===== config.mk =====
export PLATFORM = sky130hd
export DESIGN_NAME = pixel_dispatcher
export DESIGN_NICKNAME = d
export VERILOG_FILES = /design/src/rtl/pixel_dispatcher.sv
export SDC_FILE = /design/constraint.sdc
export NUM_CORES = 1
export LEC_CHECK = 0
export CAP_MARGIN = 0
export CORE_MARGIN = 2
export CORE_UTILIZATION = 48
export CTS_CLUSTER_DIAMETER = 80
export DETAILED_ROUTE_END_ITERATION = 10
export PLACE_DENSITY = 0.8
export SLEW_MARGIN = 10
export SYNTH_ARGS = -nofsm -noshare
export SYNTH_HDL_FRONTEND = slang
export SYNTH_SLANG_ARGS = --single-unit

===== constraint.sdc =====
create_clock -name clk -period 2.35 [get_ports clk]
set_input_delay 0.3525 -clock clk [delete_from_list [all_inputs] [get_ports clk]]
set_output_delay 0.3525 -clock clk [all_outputs]
set_load 0.02 [all_outputs]

===== src/rtl/pixel_dispatcher.sv =====
// pixel_dispatcher: walks an IMG_W x IMG_H frame in raster order and farms each pixel out to N_LANES ap_ctrl_hs trace cores.
// Latency: start rise -> first lane_start is 2 cycles; a HELD lane reaches the output slot 1 cycle later when the slot is free.
// Backpressure: out_ready low freezes the output slot, lanes then stay HELD and no new pixels issue once every lane is full.
module pixel_dispatcher #(
  parameter int IMG_W   = 128,
  parameter int IMG_H   = 128,
  parameter int COORD_W = 8,
  parameter int N_LANES = 2,
  parameter int PIX_W   = 24
) (
  input  logic                       clk,
  input  logic                       ap_rst,
  input  logic                       start,
  input  logic                       continuous,
  output logic [N_LANES-1:0]         lane_start,
  output logic [16*N_LANES-1:0]      lane_x,
  output logic [16*N_LANES-1:0]      lane_y,
  input  logic [N_LANES-1:0]         lane_ready,
  input  logic [N_LANES-1:0]         lane_done,
  input  logic [PIX_W*N_LANES-1:0]   lane_return,
  output logic                       out_valid,
  input  logic                       out_ready,
  output logic [15:0]                out_x,
  output logic [15:0]                out_y,
  output logic [PIX_W-1:0]           out_pix,
  output logic                       busy,
  output logic                       frame_done,
  output logic [2*COORD_W-1:0]       pix_count
);

  typedef enum logic [1:0] {S_IDLE, S_RUN, S_DRAIN} state_t;
  typedef enum logic [1:0] {L_FREE, L_ISSUED, L_BUSY, L_HELD} lane_st_t;

  localparam logic [COORD_W-1:0] X_LAST = COORD_W'(IMG_W - 1);
  localparam logic [COORD_W-1:0] Y_LAST = COORD_W'(IMG_H - 1);

  // Top-level frame state and raster cursor
  state_t                 state_q;
  logic                   start_prev_q;
  logic [COORD_W-1:0]     x_q;
  logic [COORD_W-1:0]     y_q;

  // Output slot and frame bookkeeping
  logic                   out_valid_q;
  logic [COORD_W-1:0]     out_x_q;
  logic [COORD_W-1:0]     out_y_q;
  logic [PIX_W-1:0]       out_pix_q;
  logic                   frame_done_q;
  logic [2*COORD_W-1:0]   pix_count_q;

  // Per-lane tracking: handshake state, issued coordinates, captured result
  lane_st_t               lst_q   [N_LANES];
  logic [N_LANES-1:0]     lane_start_q;
  logic [COORD_W-1:0]     lx_q    [N_LANES];
  logic [COORD_W-1:0]     ly_q    [N_LANES];
  logic [PIX_W-1:0]       res_q   [N_LANES];

  logic                   start_rise;
  logic                   pop;
  logic                   slot_open;
  logic                   all_free;
  logic                   found_free;
  logic                   found_held;
  logic                   issue;
  logic                   load;
  logic                   last_pix;
  logic [N_LANES-1:0]     issue_gnt;
  logic [N_LANES-1:0]     load_gnt;
  logic [COORD_W-1:0]     sel_x;
  logic [COORD_W-1:0]     sel_y;
  logic [PIX_W-1:0]       sel_pix;

  assign start_rise = start & ~start_prev_q;
  assign pop        = out_valid_q & out_ready;
  // Slot may take a new result if empty or being drained this very cycle
  assign slot_open  = ~out_valid_q | out_ready;
  assign last_pix   = (x_q == X_LAST) && (y_q == Y_LAST);
  assign issue      = |issue_gnt;
  assign load       = |load_gnt;

  // Lowest-index FREE lane receives the next pixel; lowest-index HELD lane refills the output slot
  always_comb begin
    issue_gnt  = '0;
    load_gnt   = '0;
    all_free   = 1'b1;
    found_free = 1'b0;
    found_held = 1'b0;
    sel_x      = '0;
    sel_y      = '0;
    sel_pix    = '0;
    for (int i = 0; i < N_LANES; i++) begin
      if (lst_q[i] != L_FREE) begin
        all_free = 1'b0;
      end
      if ((lst_q[i] == L_FREE) && !found_free && (state_q == S_RUN)) begin
        issue_gnt[i] = 1'b1;
        found_free   = 1'b1;
      end
      if ((lst_q[i] == L_HELD) && !found_held && slot_open) begin
        load_gnt[i] = 1'b1;
        found_held  = 1'b1;
        sel_x       = lx_q[i];
        sel_y       = ly_q[i];
        sel_pix     = res_q[i];
      end
    end
  end

  // Frame sequencing, raster cursor, output slot and accepted-result counter
  always_ff @(posedge clk) begin
    if (ap_rst) begin
      state_q      <= S_IDLE;
      start_prev_q <= 1'b0;
      x_q          <= '0;
      y_q          <= '0;
      out_valid_q  <= 1'b0;
      out_x_q      <= '0;
      out_y_q      <= '0;
      out_pix_q    <= '0;
      frame_done_q <= 1'b0;
      pix_count_q  <= '0;
    end else begin
      start_prev_q <= start;
      frame_done_q <= 1'b0;

      if (load) begin
        out_valid_q <= 1'b1;
        out_x_q     <= sel_x;
        out_y_q     <= sel_y;
        out_pix_q   <= sel_pix;
      end else if (pop) begin
        out_valid_q <= 1'b0;
      end

      if (pop && (pix_count_q != '1)) begin
        pix_count_q <= pix_count_q + (2*COORD_W)'(1);
      end

      // Later assignments in the state case (frame restart) take priority over the count above
      case (state_q)
        S_IDLE: begin
          if (start_rise) begin
            state_q     <= S_RUN;
            x_q         <= '0;
            y_q         <= '0;
            pix_count_q <= '0;
          end
        end
        S_RUN: begin
          if (issue) begin
            if (last_pix) begin
              state_q <= S_DRAIN;
            end else if (x_q == X_LAST) begin
              x_q <= '0;
              y_q <= y_q + COORD_W'(1);
            end else begin
              x_q <= x_q + COORD_W'(1);
            end
          end
        end
        S_DRAIN: begin
          // Nothing in flight and the last result has left the slot
          if (all_free && !out_valid_q) begin
            frame_done_q <= 1'b1;
            x_q          <= '0;
            y_q          <= '0;
            if (continuous) begin
              state_q     <= S_RUN;
              pix_count_q <= '0;
            end else begin
              state_q <= S_IDLE;
            end
          end
        end
        default: state_q <= S_IDLE;
      endcase
    end
  end

  // Per-lane handshake tracking: issue, ap_ready acceptance, ap_done capture, release to output slot
  always_ff @(posedge clk) begin
    if (ap_rst) begin
      lane_start_q <= '0;
      for (int i = 0; i < N_LANES; i++) begin
        lst_q[i] <= L_FREE;
        lx_q[i]  <= '0;
        ly_q[i]  <= '0;
        res_q[i] <= '0;
      end
    end else begin
      for (int i = 0; i < N_LANES; i++) begin
        case (lst_q[i])
          L_FREE: begin
            if (issue_gnt[i]) begin
              lst_q[i]        <= L_ISSUED;
              lane_start_q[i] <= 1'b1;
              lx_q[i]         <= x_q;
              ly_q[i]         <= y_q;
            end
          end
          L_ISSUED: begin
            if (lane_ready[i]) begin
              lane_start_q[i] <= 1'b0;
              if (lane_done[i]) begin
                lst_q[i] <= L_HELD;
                res_q[i] <= lane_return[i*PIX_W +: PIX_W];
              end else begin
                lst_q[i] <= L_BUSY;
              end
            end
          end
          L_BUSY: begin
            if (lane_done[i]) begin
              lst_q[i] <= L_HELD;
              res_q[i] <= lane_return[i*PIX_W +: PIX_W];
            end
          end
          L_HELD: begin
            if (load_gnt[i]) begin
              lst_q[i] <= L_FREE;
            end
          end
          default: lst_q[i] <= L_FREE;
        endcase
      end
    end
  end

  for (genvar g = 0; g < N_LANES; g++) begin : g_lane_out
    assign lane_x[16*g +: 16] = 16'(lx_q[g]);
    assign lane_y[16*g +: 16] = 16'(ly_q[g]);
  end

  assign lane_start = lane_start_q;
  assign out_valid  = out_valid_q;
  assign out_x      = 16'(out_x_q);
  assign out_y      = 16'(out_y_q);
  assign out_pix    = out_pix_q;
  assign busy       = (state_q != S_IDLE);
  assign frame_done = frame_done_q;
  assign pix_count  = pix_count_q;

endmodule


==> impl_metrics.csv <==
group,metric,value,unit
pwr,power.internal,0.00518,W
floorplan,fp.coreArea,0.0140,mm^2
finish,syn2layout_area_growth,31.7,%
sta,worstMarginPinSlew,0.570,ns
sta,hold_viol_final,0,
detailed_routing,vias,5430,
detailed_routing,maxUsedRoutingLayer,"met4",
clocking,cts_max_level,4,
sta,post-route-min-period,2.25,ns
synthesis,ys_types,57,
pwr,power.leakage,3.48,nW
pwr,power.density,780,mW/mm^2
critical_path,crit_start,"x_q[0]$_SDFFE_PP0P_",
detailed_routing,wl_per_cell,18.0,um
floorplan,die_w,124,um
detailed_routing,drc,0,
synthesis,synth_edf_count,84,
critical_path,r2r-start,"x_q[0]$_SDFFE_PP0P_",
critical_path,required,2.68,ns
critical_path,critPathKind,"register to register",
sta,skew,0.0119,ns
finish,final_cells,984,
clocking,hold_buffers,0,
clocking,cts_tree,"yes",
detailed_routing,routed_wl,17.7,mm
critical_path,arrival,2.57,ns
sta,rsz0062_at_grt,"no",
detailed_routing,first_pass_iters,8,
critical_path,path_max_fanout,6,
global_routing,overflow,0,
detailed_routing,route.met2.wl,8.93,mm
floorplan,start_util,49.7,%
finish,fillCellCount,1066,
global_routing,antenna_found_initial,0,
place,gp_congestion,0.920,
pwr,p_comb_share,18.7,%
detailed_routing,drtIter0Drc,482,
synthesis,ys_seq_area_share,59.0,%
place,placed_cells,951,
place,hpwl,12.2,mm
floorplan,num_io_pins,198,
critical_path,cp-end-kind,"register",
detailed_routing,viasPerCell,5.52,
sta,finalSetupViolations,0,
critical_path,r2r_end,"y_q[2]$_SDFFE_PP0P_",
pwr,p_seq_share,47.7,%
finish,finish.utilization,65.5,%
clocking,clk_latency,0.42,ns
clocking,cts_buffer_depth,2,
global_routing,grt_max_degree,41,
pwr,ir_drop,0.469,mV
clocking,cts-buffers-inserted,17,
job,drv_cap,0,
global_routing,grt_pass1_wl,27.8,mm
critical_path,ff2ff_setup_slack,0.10,ns
synthesis,synthesis.area,0.00695,mm^2
finish,nets,851,
floorplan,rows,43,
place,port_buffers,149,
run_status,run_status,"completed",
synthesis,yosys_most_used_dff,"edfxtp_1",
global_routing,first_global_vias,5348,
synthesis,synthCells,625,
floorplan,die_area,0.0155,mm^2
pwr,p_sw_share,27.5,%
pwr,switchingPower,0.00196,W
synthesis,synth_seq_cells,163,
synthesis,yosysWarnings,0,
clocking,clk_pin_slew_worst_paths,0.07,ns
floorplan,die_y,124,um
critical_path,worst_r2r_path_depth,7,
finish,drive_gt1_share,8.71,%
clocking,cts.sinks,163,
detailed_routing,final_antenna_net_count,0,
detailed_routing,routedLengthMet1,7.22,mm
sta,slew_violations,0,
synthesis,synthArstFlopShare,0,%
clocking,root_buffer,"clkbuf_16",
finish,n_antenna_cell,0,
sta,finalCritPeriodShare,95.5,%
hold_path,min_path_type,"register to register",
finish,multiInputGateArea,0.00251,mm^2
pwr,clockPowerShare,33.6,%
finish,seq_area,0.00410,mm^2
synthesis,syn_avg_cell_area,11.1,um^2
detailed_routing,dr_wl_met3,1.09,mm
sta,slew-limit-headroom,61.9,%
critical_path,start_kind,"register",
critical_path,crit_path_end,"y_q[2]$_SDFFE_PP0P_",
sta,max_freq,0.445,GHz
global_routing,grt_usage,22.5,%
[cells in the final DEF (no fill, tap or decap), drive strengths merged, types with 12 or more instances in the layout]
master,instances
clkbuf,20
clkdlybuf4s50,149
a221o,22
nor2,47
dfxtp,79
conb,48
a21oi,27
nand3,12
and2,66
o21ai,25
buf,31
xnor2,15
edfxtp,84
nand2,34
a222oi,12
and3,25
nor3,15
[synth_stat cells (4+ instances only)]
library cell | n | share of area, %
a221o_1 | 22 | 3.2
clkbuf_1 | 27 | 1.5
nor3_1 | 15 | 1.1
nor2_1 | 47 | 2.5
nand2_1 | 34 | 1.8
dfxtp_1 | 79 | 23
and3_1 | 24 | 2.2
nand3_1 | 12 | 0.86
a222oi_1 | 12 | 1.7
xnor2_1 | 15 | 1.9
o21ai_0 | 21 | 1.5
a22oi_1 | 6 | 0.65
edfxtp_1 | 84 | 36
and2_1 | 65 | 5.8
nor2b_1 | 5 | 0.45
a21oi_1 | 26 | 1.9
a31oi_1 | 4 | 0.36
and4_1 | 4 | 0.50
inv_1 | 10 | 0.54
or3_1 | 7 | 0.63
nand4_1 | 10 | 0.90
buf_4 | 49 | 5.3
[power groups by stage]
stage | Combinational, W | Clock (W) | Sequential [W]
detailed placement | 0.00132 | 0 | 0.00346
global placement | 0.00128 | 0 | 0.00345
global route | 0.00142 | 0.00254 | 0.00343
finish | 0.00134 | 0.00240 | 0.00341
floorplan | 0.000623 | 0 | 0.00358
CTS | 0.00133 | 0.00242 | 0.00340
[critical path, stage by stage, from the launching register on]
cell	delay, ns
dfxtp_1	0.44
ha_1	0.27
nand4_1	0.23
o21ai_2	0.26
nand4_2	0.21
buf_4	0.21
or3_1	0.32
a21oi_1	0.20
[cell type report]
type	count	area share, %
inverters	10	0.410
flip-flops and latches	163	44.8
repair buffers	180	19.4
multi-input cells	419	27.4
clock buffers	20	4.77
well taps	180	2.46
clock inverters	12	0.738
[metrics by stage]
| stage | total power [W] | hold slack, ns | area (um^2) | setup slack [ns] | TNS (ns) |
|---|---|---|---|---|---|
| final | 0.00714 | 0.457 | 9160 | 0.105 | 0 |
| after global routing | 0.00739 | 0.483 | 9160 | 0.00607 | 0 |
| after CTS | 0.00715 | 0.462 | 9140 | 0.116 | 0 |
| after detailed placement | 0.00478 | 0.449 | 8640 | -0.0702 | -0.339 |
| after global placement | 0.00472 | 0.422 | 8640 | -0.00165 | -0.00189 |
| after floorplan | 0.00420 | 0.418 | 7130 | 0.271 | 0 |
[per-layer routing]
layer | global-route usage [%] | vias up
met5 | 0 | -
met2 | 38.4 | 272
met1 | 27.3 | 2611
met3 | 5.07 | 41
li1 | - | 2506
met4 | 9.58 | 0
[cells by family after synthesis]
group	share of synthesized area [%]
and+or+nand+nor	19.2
DFF	59.0
AOI/OAI and AO/OA	11.4
buffers and inverters	7.65
xor gates and xnor gates	2.02
adders and majority gates	0.540
other	0.0539
muxes	0.144
[flip-flops by register name, summed over array words and instances, names as in the netlist]
name,count
frame_done,1
out_pix,24
y_q,8
out_y_q,8
pix_count,16
start_prev_q,1
out_valid,1
state_q,2
lx_q,16
res_q,48
ly_q,16
lane_start,2
lst_q,4
out_x_q,8
x_q,8
[worst min-delay path by stage]
stage                          startpoint                         end  slack (ns)  depth (start not counted)
4_1_cts        res_q[0][17]$_SDFFCE_PP0P_    out_pix[17]$_SDFFE_PP0P_        0.46                          2
5_1_grt        lane_start[1]$_SDFFE_PP0P_  lane_start[1]$_SDFFE_PP0P_        0.48                          2
2_1_floorplan  res_q[0][17]$_SDFFCE_PP0P_    out_pix[17]$_SDFFE_PP0P_        0.42                          2
6_report       res_q[0][19]$_SDFFCE_PP0P_    out_pix[19]$_SDFFE_PP0P_        0.46                          2
3_3_place_gp    res_q[0][5]$_SDFFCE_PP0P_     out_pix[5]$_SDFFE_PP0P_        0.42                          2
3_5_place_dp   res_q[0][17]$_SDFFCE_PP0P_    out_pix[17]$_SDFFE_PP0P_        0.45                          2
[repair_timing]
item	CTS	global route
buffers inserted	0	1
gates resized for setup	0	2
endpoints found under the setup margin	0	6
Power figures use the tool's default switching activity.
